===== src/rtl/fetch_pkg.sv =====
// Shared types and constants for the RV32 instruction fetch front end.
package fetch_pkg;

    localparam int XLEN = 32;
    localparam logic [XLEN-1:0] INSTR_NOP = 32'h0000_0013;

    typedef enum logic {
        RUN,
        DRAIN
    } fetch_state_t;

    typedef struct packed {
        logic [XLEN-1:0] instr;
        logic [XLEN-1:0] pc;
    } fetch_entry_t;

endpackage


===== src/rtl/fetch_fifo.sv =====
// Power-of-two instruction queue of {instr, pc} entries with push, pop and flush.
module fetch_fifo
    import fetch_pkg::*;
#(
    parameter int DEPTH = 4
) (
    input  logic                     clk,
    input  logic                     rst_n,
    input  logic                     push,
    input  fetch_entry_t             push_entry,
    input  logic                     pop,
    input  logic                     flush,
    output logic [$clog2(DEPTH):0]   count,
    output fetch_entry_t             head
);

    localparam int AW = $clog2(DEPTH);

    fetch_entry_t   mem [DEPTH];
    logic [AW-1:0]  rd_ptr;
    logic [AW-1:0]  wr_ptr;

    // NOTE: the storage array has no reset; count gates every read, so stale contents are never seen.
    always_ff @(posedge clk) begin
        if (push && !flush) begin
            mem[wr_ptr] <= push_entry;
        end
    end

    // NOTE: sequential state uses non-blocking assignments so every flop samples pre-edge values.
    always_ff @(posedge clk or negedge rst_n) begin
        if (!rst_n) begin
            rd_ptr <= '0;
            wr_ptr <= '0;
            count  <= '0;
        end else if (flush) begin
            rd_ptr <= '0;
            wr_ptr <= '0;
            count  <= '0;
        end else begin
            if (push) wr_ptr <= wr_ptr + AW'(1);
            if (pop)  rd_ptr <= rd_ptr + AW'(1);
            case ({push, pop})
                2'b10:   count <= count + (AW+1)'(1);
                2'b01:   count <= count - (AW+1)'(1);
                default: ;
            endcase
        end
    end

    assign head = mem[rd_ptr];

endmodule


===== src/rtl/instr_fetch_unit.sv =====
// RV32 fetch front end: credit-limited imem requests, in-order responses, redirect flush.
// Define FETCH_BYPASS_EN to forward a response straight to decode when the queue is empty.
module instr_fetch_unit
    import fetch_pkg::*;
#(
    parameter int              DEPTH    = 4,
    parameter logic [XLEN-1:0] RESET_PC = 32'h0000_0000
) (
    input  logic            clk,
    input  logic            rst_n,
    output logic            imem_req_valid,
    input  logic            imem_req_ready,
    output logic [XLEN-1:0] imem_req_addr,
    input  logic            imem_resp_valid,
    input  logic [XLEN-1:0] imem_resp_data,
    output logic            dec_valid,
    input  logic            dec_ready,
    output logic [XLEN-1:0] dec_instr,
    output logic [XLEN-1:0] dec_pc,
    output logic [XLEN-1:0] dec_pc_plus4,
    input  logic            redirect,
    input  logic [XLEN-1:0] redirect_pc
);

    localparam int          CW        = $clog2(DEPTH) + 1;
    localparam logic [CW:0] DEPTH_LIM = (CW+1)'(DEPTH);

    logic [XLEN-1:0] fetch_pc_q, resp_pc_q, redirect_target;
    logic [CW-1:0]   outstanding_q, outstanding_d, drop_cnt_q, drop_cnt_d, count;
    logic [CW:0]     drop_sum;
    fetch_state_t    state_q, state_d;
    fetch_entry_t    head, push_entry;
    logic            req_fire, resp_live, bypass, push, pop, queued;

    assign redirect_target = redirect_pc & ~XLEN'(3);
    assign queued          = (count != '0);

    // Gating with rst_n keeps the request line low while reset is held.
    assign imem_req_valid = rst_n && !redirect
                          && (({1'b0, count} + {1'b0, outstanding_q}) < DEPTH_LIM);
    assign imem_req_addr  = fetch_pc_q;
    assign req_fire       = imem_req_valid && imem_req_ready;
    assign resp_live      = imem_resp_valid && !redirect && (state_q == RUN);

`ifdef FETCH_BYPASS_EN
    assign bypass = rst_n && resp_live && !queued;
`else
    assign bypass = 1'b0;
`endif

    assign dec_valid  = rst_n && !redirect && (queued || bypass);
    assign pop        = rst_n && !redirect && queued && dec_ready;
    assign push       = resp_live && !(bypass && dec_ready);
    assign push_entry = '{instr: imem_resp_data, pc: resp_pc_q};

    always_comb begin
        dec_instr = INSTR_NOP;
        dec_pc    = resp_pc_q;
        if (queued && !redirect) begin
            dec_instr = head.instr;
            dec_pc    = head.pc;
        end else if (bypass) begin
            dec_instr = imem_resp_data;
            dec_pc    = resp_pc_q;
        end
    end

    assign dec_pc_plus4  = dec_pc + XLEN'(4);
    assign outstanding_d = outstanding_q + CW'(req_fire) - CW'(imem_resp_valid);

    // On redirect every request still in flight becomes stale; the clamp stops double counting.
    always_comb begin
        // NOTE: every combinational output gets a default first so no path infers a latch.
        state_d    = state_q;
        drop_cnt_d = drop_cnt_q;
        drop_sum   = '0;
        if (redirect) begin
            drop_sum   = {1'b0, drop_cnt_q} + {1'b0, outstanding_d};
            drop_cnt_d = (drop_sum > {1'b0, outstanding_d}) ? outstanding_d : drop_sum[CW-1:0];
        end else if (imem_resp_valid && state_q == DRAIN) begin
            drop_cnt_d = drop_cnt_q - CW'(1);
        end
        case (state_q)
            RUN:   if (redirect && drop_cnt_d != '0) state_d = DRAIN;
            DRAIN: if (drop_cnt_d == '0)             state_d = RUN;
        endcase
    end

    always_ff @(posedge clk or negedge rst_n) begin
        if (!rst_n) begin
            state_q       <= RUN;
            drop_cnt_q    <= '0;
            outstanding_q <= '0;
            fetch_pc_q    <= RESET_PC;
            resp_pc_q     <= RESET_PC;
        end else begin
            state_q       <= state_d;
            drop_cnt_q    <= drop_cnt_d;
            outstanding_q <= outstanding_d;
            if (redirect) begin
                fetch_pc_q <= redirect_target;
                resp_pc_q  <= redirect_target;
            end else begin
                if (req_fire)  fetch_pc_q <= fetch_pc_q + XLEN'(4);
                if (resp_live) resp_pc_q  <= resp_pc_q + XLEN'(4);
            end
        end
    end

    fetch_fifo #(.DEPTH(DEPTH)) u_fifo (
        .clk        (clk),
        .rst_n      (rst_n),
        .push       (push),
        .push_entry (push_entry),
        .pop        (pop),
        .flush      (redirect),
        .count      (count),
        .head       (head)
    );

endmodule

===== config.mk =====
export PLATFORM = sky130hd
export DESIGN_NAME = instr_fetch_unit
export DESIGN_NICKNAME = d
export VERILOG_FILES = /design/src/rtl/fetch_pkg.sv /design/src/rtl/fetch_fifo.sv /design/src/rtl/instr_fetch_unit.sv
export SDC_FILE = /design/constraint.sdc
export NUM_CORES = 1
export LEC_CHECK = 0
export ABC_AREA = 0
export CORE_MARGIN = 4
export CORE_UTILIZATION = 40
export CTS_CLUSTER_DIAMETER = 60
export DETAILED_ROUTE_END_ITERATION = 8
export SYNTH_ARGS = -nofsm -noshare
export SYNTH_HDL_FRONTEND = slang
export SYNTH_HIERARCHICAL = 1
export SYNTH_SLANG_ARGS = --single-unit

===== constraint.sdc =====
create_clock -name clk -period 4.3 [get_ports clk]
set_input_delay 0.645 -clock clk [delete_from_list [all_inputs] [get_ports clk]]
set_output_delay 0.645 -clock clk [all_outputs]
set_load 0.03 [all_outputs]

==> results of run 1 <==
-- layout make-up --
type                    instances  area, um2  share of cell area
flip-flops and latches        330       9547              0.4953
multi-input cells             686       5515              0.2861
repair buffers                241       2271              0.1178
clock buffers                  44      972.2             0.05044
well taps                     511      639.4             0.03317
clock inverters                23      236.5             0.01227
inverters                      23      93.84            0.004869
-- worst register-to-register path, stage by stage, from the launching register on --
cell and delay, ns:
dfrtp_1 0.39, ha_2 0.19, nor4_4 0.29, and4_4 0.29
inv_6 0.04, ha_4 0.21, inv_4 0.05, ha_4 0.11
inv_2 0.03, fa_2 0.34, xnor2_2 0.15, xnor2_2 0.21
ha_4 0.25, xnor2_2 0.18, ha_1 0.27, a21o_1 0.16
a221o_1 0.36, mux2i_1 0.21, a21oi_1 0.11, o32a_1 0.36
-- power by group --
part,switching (mW),internal [mW]
combinational,1.04,0.837
sequential,0.191,3.58
clock,1.27,1.87
-- placed cells by master, fill, tap and decap left out, drive strengths merged, types with 26 or more instances in the layout --
master	count
edfxtp	256
clkdlybuf4s50	154
nand2	128
buf	87
dfrtp	74
mux4	64
o21ai	58
and3	51
nand3	47
clkbuf	44
xor2	32
xnor2	31
nor2	28
inv	26
-- per-stage QoR --
stage	hold slack (ns)	setup TNS (ns)	cell area, um2	cells
2_1_floorplan	0.3494	-0.2494	15410	1102
3_3_place_gp	0.5566	-0.2936	17960	1785
3_5_place_dp	0.5596	-0.6241	17960	1785
4_1_cts	0.04193	-0.02361	19210	1852
5_1_grt	0.04131	-0.2320	19270	1858
6_report	0.05377	-0.03884	19270	1858
-- worst min path at each step --
stage / from / endpoint / slack (ns)
6_report: rst_n / outstanding_q[2] / 0.05
5_1_grt: rst_n / outstanding_q[1] / 0.04
4_1_cts: rst_n / outstanding_q[1] / 0.04
3_5_place_dp: imem_req_addr[31] / imem_req_addr[31] / 0.56
3_3_place_gp: imem_req_addr[24] / imem_req_addr[24] / 0.56
2_1_floorplan: rst_n / drop_cnt_q[0] / 0.35
-- cells by family (layout without fill, tap and decap cells) --
family,Yosys count,after routing,synth area share
muxes,92,92,0.1135
AOI/OAI and AO/OA,139,139,0.05979
DFF,330,330,0.6227
other,1,10,0.0002448
buffers and inverters,86,331,0.02679
xor gates and xnor gates,63,63,0.03602
and+or+nand+nor,362,362,0.1232
adders and majority gates,20,20,0.01781
-- metal layers --
metal / track usage / up-vias
met3: 0.03880 / 45
met1: 0.2818 / 5217
li1: - / 4668
met4: 0.04240 / 0
met5: 0 / -
met2: 0.3181 / 355
-- registers in the layout, summed over array words and instances, names as in the netlist --
name           flops
u_fifo/mem       256
imem_req_addr     30
resp_pc_q         30
drop_cnt_q         3
outstanding_q      3
u_fifo/count       3
u_fifo/rd_ptr      2
u_fifo/wr_ptr      2
state_q            1
-- timing repair --
action / in CTS / in global routing
resized for setup: 8 / 5
pin swaps: 10 / 1
buffers inserted: 0 / 6
endpoints found under the setup margin: 2 / 17
==> flow_metrics.py, run 1 <==
metrics = {
    "grt": {
        "grt_max_degree": 73,
        "gr-total-overflow": 0,
        "grtUsageTotal": 0.1975,
        "first_global_vias": 10310,
        "grt_pass1_wl_um": 63360,
        "antenna_found_initial": 0,
    },
    "critical_path": {
        "timing.rr.start": "outstanding_q[2]",
        "r2r_setup_slack_ns": -0.04,
        "crit_arrival_ns": 4.74,
        "worst_setup_path_end_kind": "register",
        "slowest_stage": "dfrtp_1",
        "worst-path-max-fanout": 4,
        "cp.depth": 19,
        "worstSetupStartpointType": "register",
        "r2r-end": "state_q",
        "worstSetupPathType": "register to register",
        "critPathTopFamily": "adder cells",
        "cp-endpoint": "state_q",
        "crit_start": "outstanding_q[2]",
        "r2r_cells": 19,
        "critPathBufInv": 3,
        "crit_path_max_incr_delay_ns": 0.39,
        "worst_ep_required_time_ns": 4.70,
        "path_cells": "ha_2 -> nor4_4 -> and4_4 -> inv_6 -> ha_4 -> inv_4 -> ha_4 -> inv_2 -> fa_2 -> xnor2_2 -> xnor2_2 -> ha_4 -> xnor2_2 -> ha_1 -> a21o_1 -> a221o_1 -> mux2i_1 -> a21oi_1 -> o32a_1",
    },
    "yosys": {
        "netlist_instances": 1093,
        "yosysTopAreaCellShare": 0.5018,
        "ys.warnings.count": 6,
        "ys.flop_type": "edfxtp_1",
        "synth_edf_count": 256,
        "yosysTopAreaCell": "edfxtp_1",
        "yosys.cell_types.count": 70,
        "synth_area_leaders": "edfxtp_1 (50%), dfrtp_1 (12%), mux4_2 (9.4%), nand2_1 (3.1%), and3_1 (2.1%)",
        "netlist_area_um2": 15320,
        "netlist_top_cells_count": "edfxtp_1 (256), nand2_1 (128), dfrtp_1 (74), mux4_2 (64), o21ai_0 (57)",
        "synth-seq-cells": 330,
        "synth.avg_cell_area_um2": 14.02,
        "yosysSeqAreaShare": 0.6227,
        "async_flop_share": 0.2242,
        "post-synth-top-count-cell": "edfxtp_1",
    },
    "sta": {
        "clock_skew_ns": 0.01423,
        "setup_slack_ns": -0.03884,
        "slew_headroom": 0.2715,
        "tightest_slew_ns": 1.089,
        "fmaxAchievable_ghz": 0.2305,
        "finalCriticalPeriod_ns": 4.339,
        "slew_violations": 0,
        "hold_viol": 0,
        "finalCritPeriodShare": 1.009,
        "rsz0062_at_grt": "yes",
        "setup_viol_count_final": 1,
    },
    "layout": {
        "diodes": 0,
        "drive_above_1_share": 0.1923,
        "nFillCells": 3223,
        "syn2layout_area_growth_pct": 25.83,
        "nets": 1409,
        "utilization": 0.5105,
    },
    "placement": {
        "port_buffers": 195,
        "place_congestion": 0.8288,
        "dp_hpwl_um": 27490,
        "place_ws_ns": -0.3911,
    },
    "outcome": {
        "violations": "setup timing",
        "status": "complete, but fails checks",
    },
    "detailed_routing": {
        "top_layer_used": "met4",
        "drt-met1-wl_um": 17940,
        "vias": 10290,
        "vias_per_cell": 5.536,
        "firstDrtPassIters": 5,
        "met2_length_um": 19710,
        "wl_um": 41380,
        "drtIter0Drc": 834,
        "wl_met3_um": 3066,
        "antenna_left": 0,
        "avgRoutedWirePerCell_um": 22.27,
        "drt_drc_violations_left": 0,
    },
    "die": {
        "initial_core_util": 0.4057,
        "dieArea_um2": 41490,
        "die_x_um": 203.7,
        "fp.dieH_um": 203.7,
        "num_rows": 71,
        "fp.coreArea_um2": 37760,
        "ios": 200,
    },
    "clock_tree": {
        "ctsHoldBuffers": 0,
        "clockBufferDepth": 3,
        "clkSinkCount": 330,
        "clk_latency_ns": 0.52,
        "htree_levels": 2,
        "cts_tree": "built",
        "path_clk_slew_ns": 0.06,
        "cts-root-buf": "clkbuf_16",
        "cts-buffers-inserted": 37,
    },
    "power_and_ir_drop": {
        "power_density_nw_per_um2": 455.9,
        "ir_drop_v": 0.0003040,
        "power_mw": 8.788,
        "p_leak_nw": 6.891,
    },
    "run": {
        "drv_cap": 0,
    },
    "worst_hold_path": {
        "hold_class": "input pin to async pin",
    },
}
Note: power is estimated with default switching activity, not from simulation.
==> run 2, diff against run 1 <==
- CORE_UTILIZATION: 40 -> 45
- PLACE_DENSITY: not set -> 0.7
==> run 2 against run 1 <==
Net effect: critical path depth is 2 lower; flip-flop and latch count did not move; the run now ends clean; combinational power rose by 5%.
==> flow_metrics.py, run 2 (synthesis gave the netlist of run 1 again) <==
metrics = {
    "layout": {
        "multi_input_area_um2": 5510,
        "final_common_cell": "edfxtp_1",
        "largest_reg_flops": 256,
        "nets": 1403,
        "utilization": 0.5672,
        "drive_above_1_share": 0.1805,
        "layout_common_cells": "edfxtp_1 (256), clkdlybuf4s50_1 (155), nand2_1 (128), buf_4 (73), dfrtp_1 (72)",
        "regMostFlops": "u_fifo/mem",
        "nFillCells": 2756,
        "syn2layout_area_growth_pct": 24.16,
        "final_area_um2": 19020,
        "ff_latch_area_um2": 9544,
        "diodes": 0,
    },
    "power_and_ir_drop": {
        "p_leak_nw": 6.801,
        "power_mw": 8.606,
        "power_density_nw_per_um2": 452.5,
        "ir_drop_v": 0.0005338,
    },
    "die": {
        "dieArea_um2": 37060,
        "fp.coreArea_um2": 33530,
        "ios": 200,
        "die_x_um": 192.5,
        "num_rows": 67,
        "initial_core_util": 0.4568,
        "fp.dieH_um": 192.5,
    },
    "detailed_routing": {
        "vias": 10240,
        "avgRoutedWirePerCell_um": 21.88,
        "vias_per_cell": 5.741,
        "drtIter0Drc": 796,
        "wl_um": 39010,
        "drt_drc_violations_left": 0,
        "antenna_left": 0,
        "firstDrtPassIters": 6,
    },
    "sta": {
        "setup_slack_ns": 0.04402,
        "tns_ns": 0,
        "slew_headroom": 0.3139,
        "tightest_slew_ns": 1.025,
        "fmaxAchievable_ghz": 0.2350,
        "clock_skew_ns": 0.01940,
        "rsz0062_at_grt": "yes",
        "hold_viol": 0,
        "setup_viol_count_final": 0,
        "finalCriticalPeriod_ns": 4.256,
        "finalCritPeriodShare": 0.9898,
        "slew_violations": 0,
    },
    "clock_tree": {
        "clkSinkCount": 330,
        "cts-root-buf": "clkbuf_16",
        "cts-buffers-inserted": 36,
        "clk_latency_ns": 0.51,
        "htree_levels": 2,
        "cts_tree": "built",
        "clockBufferDepth": 3,
        "path_clk_slew_ns": 0.06,
    },
    "critical_path": {
        "worst-path-max-fanout": 4,
        "path_cells": "ha_2 -> nor4_2 -> and4_4 -> inv_6 -> ha_4 -> inv_2 -> ha_4 -> inv_2 -> fa_2 -> fa_2 -> xnor2_4 -> ha_4 -> a21o_1 -> a221o_1 -> mux2i_1 -> a21oi_1 -> o32a_1",
        "slowest_stage": "fa_2",
        "worstSetupStartpointType": "register",
        "crit_arrival_ns": 4.63,
        "worst_setup_path_end_kind": "register",
        "worstSetupPathType": "register to register",
        "crit_top_cell": "ha_4",
        "crit_path_max_incr_delay_ns": 0.44,
        "worst_ep_required_time_ns": 4.67,
    },
    "grt": {
        "grtUsageTotal": 0.2082,
        "gr-total-overflow": 0,
        "grt_pass1_wl_um": 59660,
        "grt_max_degree": 65,
        "antenna_found_initial": 1,
        "first_global_vias": 10210,
    },
    "outcome": {
        "status": "finished, final reports clean",
    },
    "placement": {
        "place_congestion": 0.8850,
        "dp_hpwl_um": 26370,
        "place_ws_ns": -0.4321,
        "port_buffers": 195,
        "placed_cell_area_um2": 17880,
    },
    "run": {
        "drv_cap": 0,
    },
    "worst_hold_path": {
        "hold_class": "input pin to async pin",
    },
}
run 2: changes by cell type in the layout (fill, tap and decap cells not counted), sizes merged:
cell,delta
buf,-6
clkinv,-4
bufinv,-3
clkinvlp,-3
clkbuf,+2
clkdlybuf4s50,+1
inv,+1
run 2: where the power goes:
group	total [mW]	internal [mW]	leakage, nW	switching (mW)
clock network	2.85	1.66	0.527	1.19
logic	1.98	0.905	3.07	1.08
registers	3.77	3.58	3.20	0.190
run 2: through the flow:
| step | cells | hold WS (ns) |
|---|---|---|
| final | 1783 | 0.08993 |
| after global routing | 1783 | 0.08656 |
| after CTS | 1782 | 0.08671 |
| after detailed placement | 1722 | 0.5528 |
| after global placement | 1722 | 0.5468 |
| after floorplan | 1102 | 0.3494 |
run 2: final cells by class:
type,instances,area share
multi-input cells,686,0.2897
well taps,448,0.02947
clock buffers,46,0.05098
flip-flops and latches,330,0.5018
inverters,23,0.004802
clock inverters,14,0.005658
repair buffers,236,0.1176
run 2: final timing paths:
| kind | startpoint | end | slack, ns | depth (start not counted) |
|---|---|---|---|---|
| max | u_fifo/count[2] | state_q | 0.04 | 17 |
| min | rst_n | u_fifo/count[2] | 0.09 | 2 |
| max reg2reg | u_fifo/count[2] | state_q | 0.04 | 17 |
| min reg2reg | imem_req_addr[24] | imem_req_addr[24] | 0.56 | 1 |
| max in group asynchronous | rst_n | u_fifo/rd_ptr[0] | 3.06 | 3 |
| min in group clk | imem_req_addr[24] | imem_req_addr[24] | 0.56 | 1 |
run 2: critical path: cells and delay by family, from the launching register on:
| family | cells | cell delay, ns |
|---|---|---|
| adder cells (fa/ha/maj) | 6 | 1.65 |
| buffers and inverters | 3 | 0.12 |
| multiplexers | 1 | 0.21 |
| AND/OR/NAND/NOR | 2 | 0.59 |
| AO/OA/AOI/OAI | 4 | 0.94 |
| XOR/XNOR | 1 | 0.22 |
| flip-flops | 1 | 0.38 |
run 2: routing by layer:
layer | GRT usage | wire length, um | up-vias
li1 | - | - | 4639
met5 | 0 | 19 | -
met2 | 0.3300 | 18420 | 386
met1 | 0.2998 | 16800 | 5151
met3 | 0.04559 | 3073 | 59
met4 | 0.04361 | 695 | 2
run 2: what timing repair did:
action / in CTS / in global routing
buffers inserted: 0 / 1
pin swaps: 10 / 1
hold buffers: 0 / 0
gates resized for setup: 5 / 5
setup endpoints to repair: 2 / 26
==> run 3, diff against run 2 <==
- ABC_AREA: 0 -> 1
- PLACE_DENSITY: 0.7 -> 0.69
- SYNTH_HIERARCHICAL: 1 -> not set
==> run 3 against run 2 <==
Net effect: critical path type unchanged; power is 35% higher; sequential share of layout area is 4.0 points lower; register-to-register slack better by 0.17 ns; core utilization is 0.17 points higher; clock power is 20% higher; synthesized area is 5.1% higher; non-clock buffer count is 9 lower; largest power group is now combinational logic; flip-flop and latch count is 8 lower; critical path depth is 9 higher; global-route usage is 1.1 points higher; die area is 4.9% higher; highest routed layer is now met4.
==> flow_metrics.py, run 3 <==
metrics = {
    "yosys": {
        "ys.warnings.count": 0,
        "ys.flop_type": "edfxtp_1",
        "yosysTopAreaCellShare": 0.4625,
        "synth_area_leaders": "edfxtp_1 (46%), dfrtp_1 (12%), nand2_1 (11%), nor2_1 (4.9%), inv_1 (4.6%)",
        "synth_edf_count": 248,
        "netlist_top_cells_count": "nand2_1 (457), edfxtp_1 (248), nor2_1 (211), inv_1 (198), nand3_1 (114)",
        "synth-seq-cells": 322,
        "async_flop_share": 0.2298,
        "synth.avg_cell_area_um2": 9.217,
        "yosysTopAreaCell": "edfxtp_1",
        "post-synth-top-count-cell": "nand2_1",
        "netlist_area_um2": 16100,
        "netlist_instances": 1747,
        "yosysSeqAreaShare": 0.5775,
        "yosys.cell_types.count": 44,
    },
    "clock_tree": {
        "cts_tree": "built",
        "clk_latency_ns": 0.54,
        "cts-buffers-inserted": 37,
        "htree_levels": 2,
        "cts-root-buf": "clkbuf_16",
        "clkSinkCount": 322,
        "clockBufferDepth": 3,
        "path_clk_slew_ns": 0.07,
    },
    "power_and_ir_drop": {
        "power_density_nw_per_um2": 578.3,
        "ir_drop_v": 0.0006042,
        "power_mw": 11.65,
        "p_leak_nw": 8.280,
    },
    "grt": {
        "gr-total-overflow": 0,
        "grt_max_degree": 75,
        "antenna_found_initial": 0,
        "grt_pass1_wl_um": 68210,
        "grtUsageTotal": 0.2193,
        "first_global_vias": 12800,
    },
    "layout": {
        "nets": 2035,
        "nFillCells": 3045,
        "final_common_cell": "nand2_1",
        "diodes": 0,
        "syn2layout_area_growth_pct": 25.07,
        "final_area_um2": 20140,
        "largest_reg_flops": 248,
        "layout_common_cells": "nand2_1 (452), edfxtp_1 (248), nor2_1 (206), inv_1 (195), clkdlybuf4s50_1 (160)",
        "drive_above_1_share": 0.1130,
        "regMostFlops": "u_fifo.mem",
    },
    "placement": {
        "dp_hpwl_um": 27950,
        "place_congestion": 0.8628,
        "port_buffers": 191,
        "placed_cell_area_um2": 18710,
    },
    "sta": {
        "setup_viol_count_final": 0,
        "clock_skew_ns": 0.01956,
        "fmaxAchievable_ghz": 0.2450,
        "slew_violations": 0,
        "finalCritPeriodShare": 0.9493,
        "finalCriticalPeriod_ns": 4.082,
        "tns_ns": 0,
        "tightest_slew_ns": 0.8256,
        "slew_headroom": 0.4496,
        "hold_viol": 0,
    },
    "detailed_routing": {
        "vias_per_cell": 5.210,
        "vias": 12680,
        "drt_drc_violations_left": 0,
        "wl_um": 43080,
        "drtIter0Drc": 987,
        "firstDrtPassIters": 5,
        "avgRoutedWirePerCell_um": 17.70,
        "antenna_left": 0,
    },
    "critical_path": {
        "critPathTopFamily": "adder cells",
        "slowest_stage": "dfrtp_1",
        "crit_top_cell": "ha_4",
        "critPathBufInv": 4,
        "crit_arrival_ns": 4.50,
        "worst_setup_path_end_kind": "register",
        "worstSetupStartpointType": "register",
        "crit_path_max_incr_delay_ns": 0.40,
        "worstSetupPathType": "register to register",
        "worst_ep_required_time_ns": 4.72,
        "worst-path-max-fanout": 5,
    },
    "die": {
        "initial_core_util": 0.4549,
        "fp.coreArea_um2": 35400,
        "dieArea_um2": 38870,
        "ios": 200,
        "die_x_um": 197.2,
        "fp.dieH_um": 197.2,
        "num_rows": 69,
    },
    "run": {
        "drv_cap": 0,
    },
    "outcome": {
        "status": "finished, final reports clean",
    },
    "worst_hold_path": {
        "hold_class": "input pin to async pin",
    },
}
-- run 3: final cells by class --
| type | count | area (um2) | area share |
|---|---|---|---|
| Timing Repair Buffer | 227 | 2390 | 0.1187 |
| Clock inverter | 27 | 372.9 | 0.01852 |
| Clock buffer | 40 | 968.4 | 0.04809 |
| Tap cell | 461 | 576.8 | 0.02864 |
| Multi-Input combinational cell | 1151 | 5747 | 0.2854 |
| Sequential cell | 322 | 9304 | 0.4620 |
| Inverter | 206 | 779.5 | 0.03871 |
-- run 3: metal layers --
metal	vias up	global-route usage	wire length, um	part of all wire
met5	-	0	0	0
met4	0	0.06369	1111	0.026
met3	83	0.03684	3019	0.070
met2	460	0.3746	20860	0.48
met1	6035	0.2904	18090	0.42
li1	6103	-	-	-
-- run 3: where the power goes --
part,internal [mW],switching (mW),leakage [nW]
combinational,1.69,2.68,4.50
sequential,3.60,0.259,3.14
clock,2.09,1.33,0.648
total,7.38,4.27,8.28
-- run 3: cell families after synthesis --
kind of cell | count (synthesis) | share of synthesized area
adder cells (fa/ha/maj) | 20 | 0.01694
AO/OA/AOI/OAI | 189 | 0.06691
XOR/XNOR | 51 | 0.02774
flip-flops | 322 | 0.5775
other | 1 | 0.0002329
AND/OR/NAND/NOR | 885 | 0.2357
buffers and inverters | 279 | 0.07499
-- run 3: repair_timing --
item / CTS / global route
hold buffers: 0 / 0
pin swaps: 1 / 7
endpoints found under the setup margin: 1 / 4
gates resized for setup: 0 / 7
setup buffers: 1 / 5
-- run 3: path summary, 6_finish.rpt --
path                            startpoint                 to  slack, ns  cells past startpoint
max                        u_fifo.count[2]            state_q       0.22                     26
min                                  rst_n  imem_req_addr[20]       0.15                      2
max reg2reg                u_fifo.count[2]            state_q       0.22                     26
min reg2reg                        state_q            state_q       0.53                      2
max in group asynchronous            rst_n   u_fifo.rd_ptr[0]       3.09                      3
min in group clk                   state_q            state_q       0.53                      2
-- run 3: per-stage QoR --
stage | instances | hold slack [ns] | worst slack [ns] | utilization
finish | 2434 | 0.1545 | 0.2180 | 0.5689
detailed placement | 2361 | 0.5150 | -0.02881 | 0.5287
floorplan | 1752 | 0.3494 | -0.09253 | -
global placement | 2361 | 0.5281 | 0.1062 | 0.5287
CTS | 2429 | 0.1628 | 0.0001901 | 0.5668
global route | 2434 | 0.1738 | -0.06000 | 0.5689
==> edit: new RTL, settings of run 3 <==
The option `FETCH_BYPASS_EN` is turned on by a define.
--- a/src/rtl/instr_fetch_unit.sv
+++ b/src/rtl/instr_fetch_unit.sv
@@ -1,5 +1,7 @@
 // RV32 fetch front end: credit-limited imem requests, in-order responses, redirect flush.
 // Define FETCH_BYPASS_EN to forward a response straight to decode when the queue is empty.
+`define FETCH_BYPASS_EN
+
 module instr_fetch_unit
     import fetch_pkg::*;
 #(
Behaviour: not the same (Yosys sat finds a counterexample within 4 cycles, from zero or initial values and one cycle with rst_n low).
==> edit against run 3 <==
  * Final cell count is 3.0% higher
  * Area after synthesis up 2.6%
  * Largest cell class unchanged
  * Total power up 3.0%
  * Final area increased by 0.68%
  * Routed wire length up 5.5%
  * Sequential cell count did not move
  * Worst setup slack better by 26 ps
  * Utilization decreased by 0.44 points
  * Critical endpoint unchanged
  * Critical path depth decreased by 2
==> edit: results (changes against run 3) <==
Pwr
The reported leakage power is 8.70 nW (+5.0%). The part of the total power dissipated in the clock network came to 28.3% (-1.0 points). The worst-case vdd ir drop is 0.000763 V (+26%). The net switching power figure is 0.00452 W (+6.0%).

The proportion of power drawn by flip-flops and latches came to 32.8% (-0.3 points). The power density of the placed cells was 591 nW/um^2 (+2.3%).

Clocking
The number of buffers added by the clock tree synthesis step is 38 (+2.7%). The cell sitting at the root of the clock tree is a clkbuf_16.

GRT
The wire length of the first global-routing pass is 71.2 mm (+4.4%). The initial antenna violation count is 0 (unchanged). The global router's overall resource usage is 22.4% (+0.48 points). The number of global-route vias before repair is 12,988 (+1.5%). The pin count of the biggest net entering global routing is 92 (+23%).

Placement
The number of placed instances with taps included was 2,436 (+3.2%). The total half-perimeter wirelength after legalization and detailed placement came to 29.8 mm (+6.7%). The placer congestion estimate was 0.892 (+3.4%). The port buffer count was 191 (unchanged). The worst setup slack after placement is -215 ps (-187 ps).

Layout
The number of clock buffers in the layout was 42 (+5.0%). The non-clock inverter total of the final layout is 249 (+21%). The count of plain and timing-repair buffers in the layout was 232 (+2.2%).

The fraction of area in registers was 45.9% (-0.31 points). The count of multi-input combinational gates is 1,175 (+2.1%). The total area of multi-input combinational cells is 5970 sq um (+4.0%). The final core utilization is 56.5% (-0.44 points). The fraction of area in clock buffers and inverters is 6.55% (-0.11 points). The number of fillers in the final layout came to 3,148 (+3.4%).

The area share of buffers outside the clock network is 10.6% (-1.2 points).

Synth
The mean cell area of the mapped netlist came to 9.09 sq um (-1.3%). The post-synthesis instance area is 16,500 sq um (+2.6%). The synthesized-area fraction occupied by ao, oa, aoi and oai cells is 8.56% (+1.9 points). After synthesis, the cell types taking the most area are edfxtp_1 (45%), nand2_1 (12%), dfrtp_1 (11%).

Counting instances in the post-synthesis netlist gives the leading cell types as nand2_1 (546), edfxtp_1 (248), inv_1 (243), nand3_1 (133), nor2_1 (102). The number of unique standard cell types used by synthesis came to 43 (-2.3%). The proportion of synthesized chip area in sequential cells is 56.3% (-1.5 points).

The post-synthesis share of cell area spent on xor and xnor gates is 3.07% (+0.30 points). The synthesized-area fraction occupied by adder cells was 1.65% (-0.043 points).

Routing
The wire length reported by the detailed router is 45.5 mm (+5.5%). The average wire length per cell after detail routing was 18.1 microns (+2.4%). The post-detailed-route via-to-cell ratio came to 5.33 (+2.3%). The count of routing violations after the opening detailed-route iteration is 983 (-0.41%).

Worst setup path
The number of cell instances on the worst register-to-register path is 24 (-7.7%). The maximum fanout along the worst path is 4 (-1). The critical path data arrival time was 4460 ps (-40 ps). The delay contributed by the slowest stage of the critical path came to 420 ps (+20 ps).

The count of cell instances traversed by the critical path is 24 (-7.7%). The setup slack of the most critical reg-to-reg path was 240 ps (+30 ps).

Timing
The transition time at the pin with the least slew margin came to 1090 ps (+260 ps). The maximum clock frequency came to 247 MHz (+0.63%). The largest clock skew in the final design is 19.6 ps (+0.0838 ps). The worst-case hold slack is 159 ps (+4.70 ps).

Status
The flow ran to the end, and the final reports show no timing, DRC or antenna violations.
-- edit: changes by cell type after synthesis, moves of 6 or more --
cell	before	now
nor2_1	211	102
nand2_1	457	546
inv_1	198	243
o21ai_0	98	67
a221o_1	0	29
a21oi_1	46	69
nand3_1	114	133
buf_2	20	28
nand2_2	29	23
o21ai_1	1	7
o22ai_1	1	7
-- edit: cells by family (layout without fill, tap and decap cells) --
family          after synthesis  after routing
compound gates              225            225
xor+xnor                     58             58
simple gates                866            866
other cells                   1              6
fa+ha+maj                    20             20
flops                       322            322
buf+inv                     325            550
-- edit: what timing repair did --
item,in CTS,in global routing
buffers inserted,0,3
endpoints found under the setup margin,0,4
gates resized for setup,0,13
-- edit: metal layers --
metal	share of wire, %	track usage (%)	wire length [microns]	vias to the layer above
met5	0	0	0	-
met4	1.5	4.88	700	0
met3	7.0	3.51	3200	54
met1	44	32.5	20000	6436
met2	47	36.0	21600	490
li1	-	-	-	6384
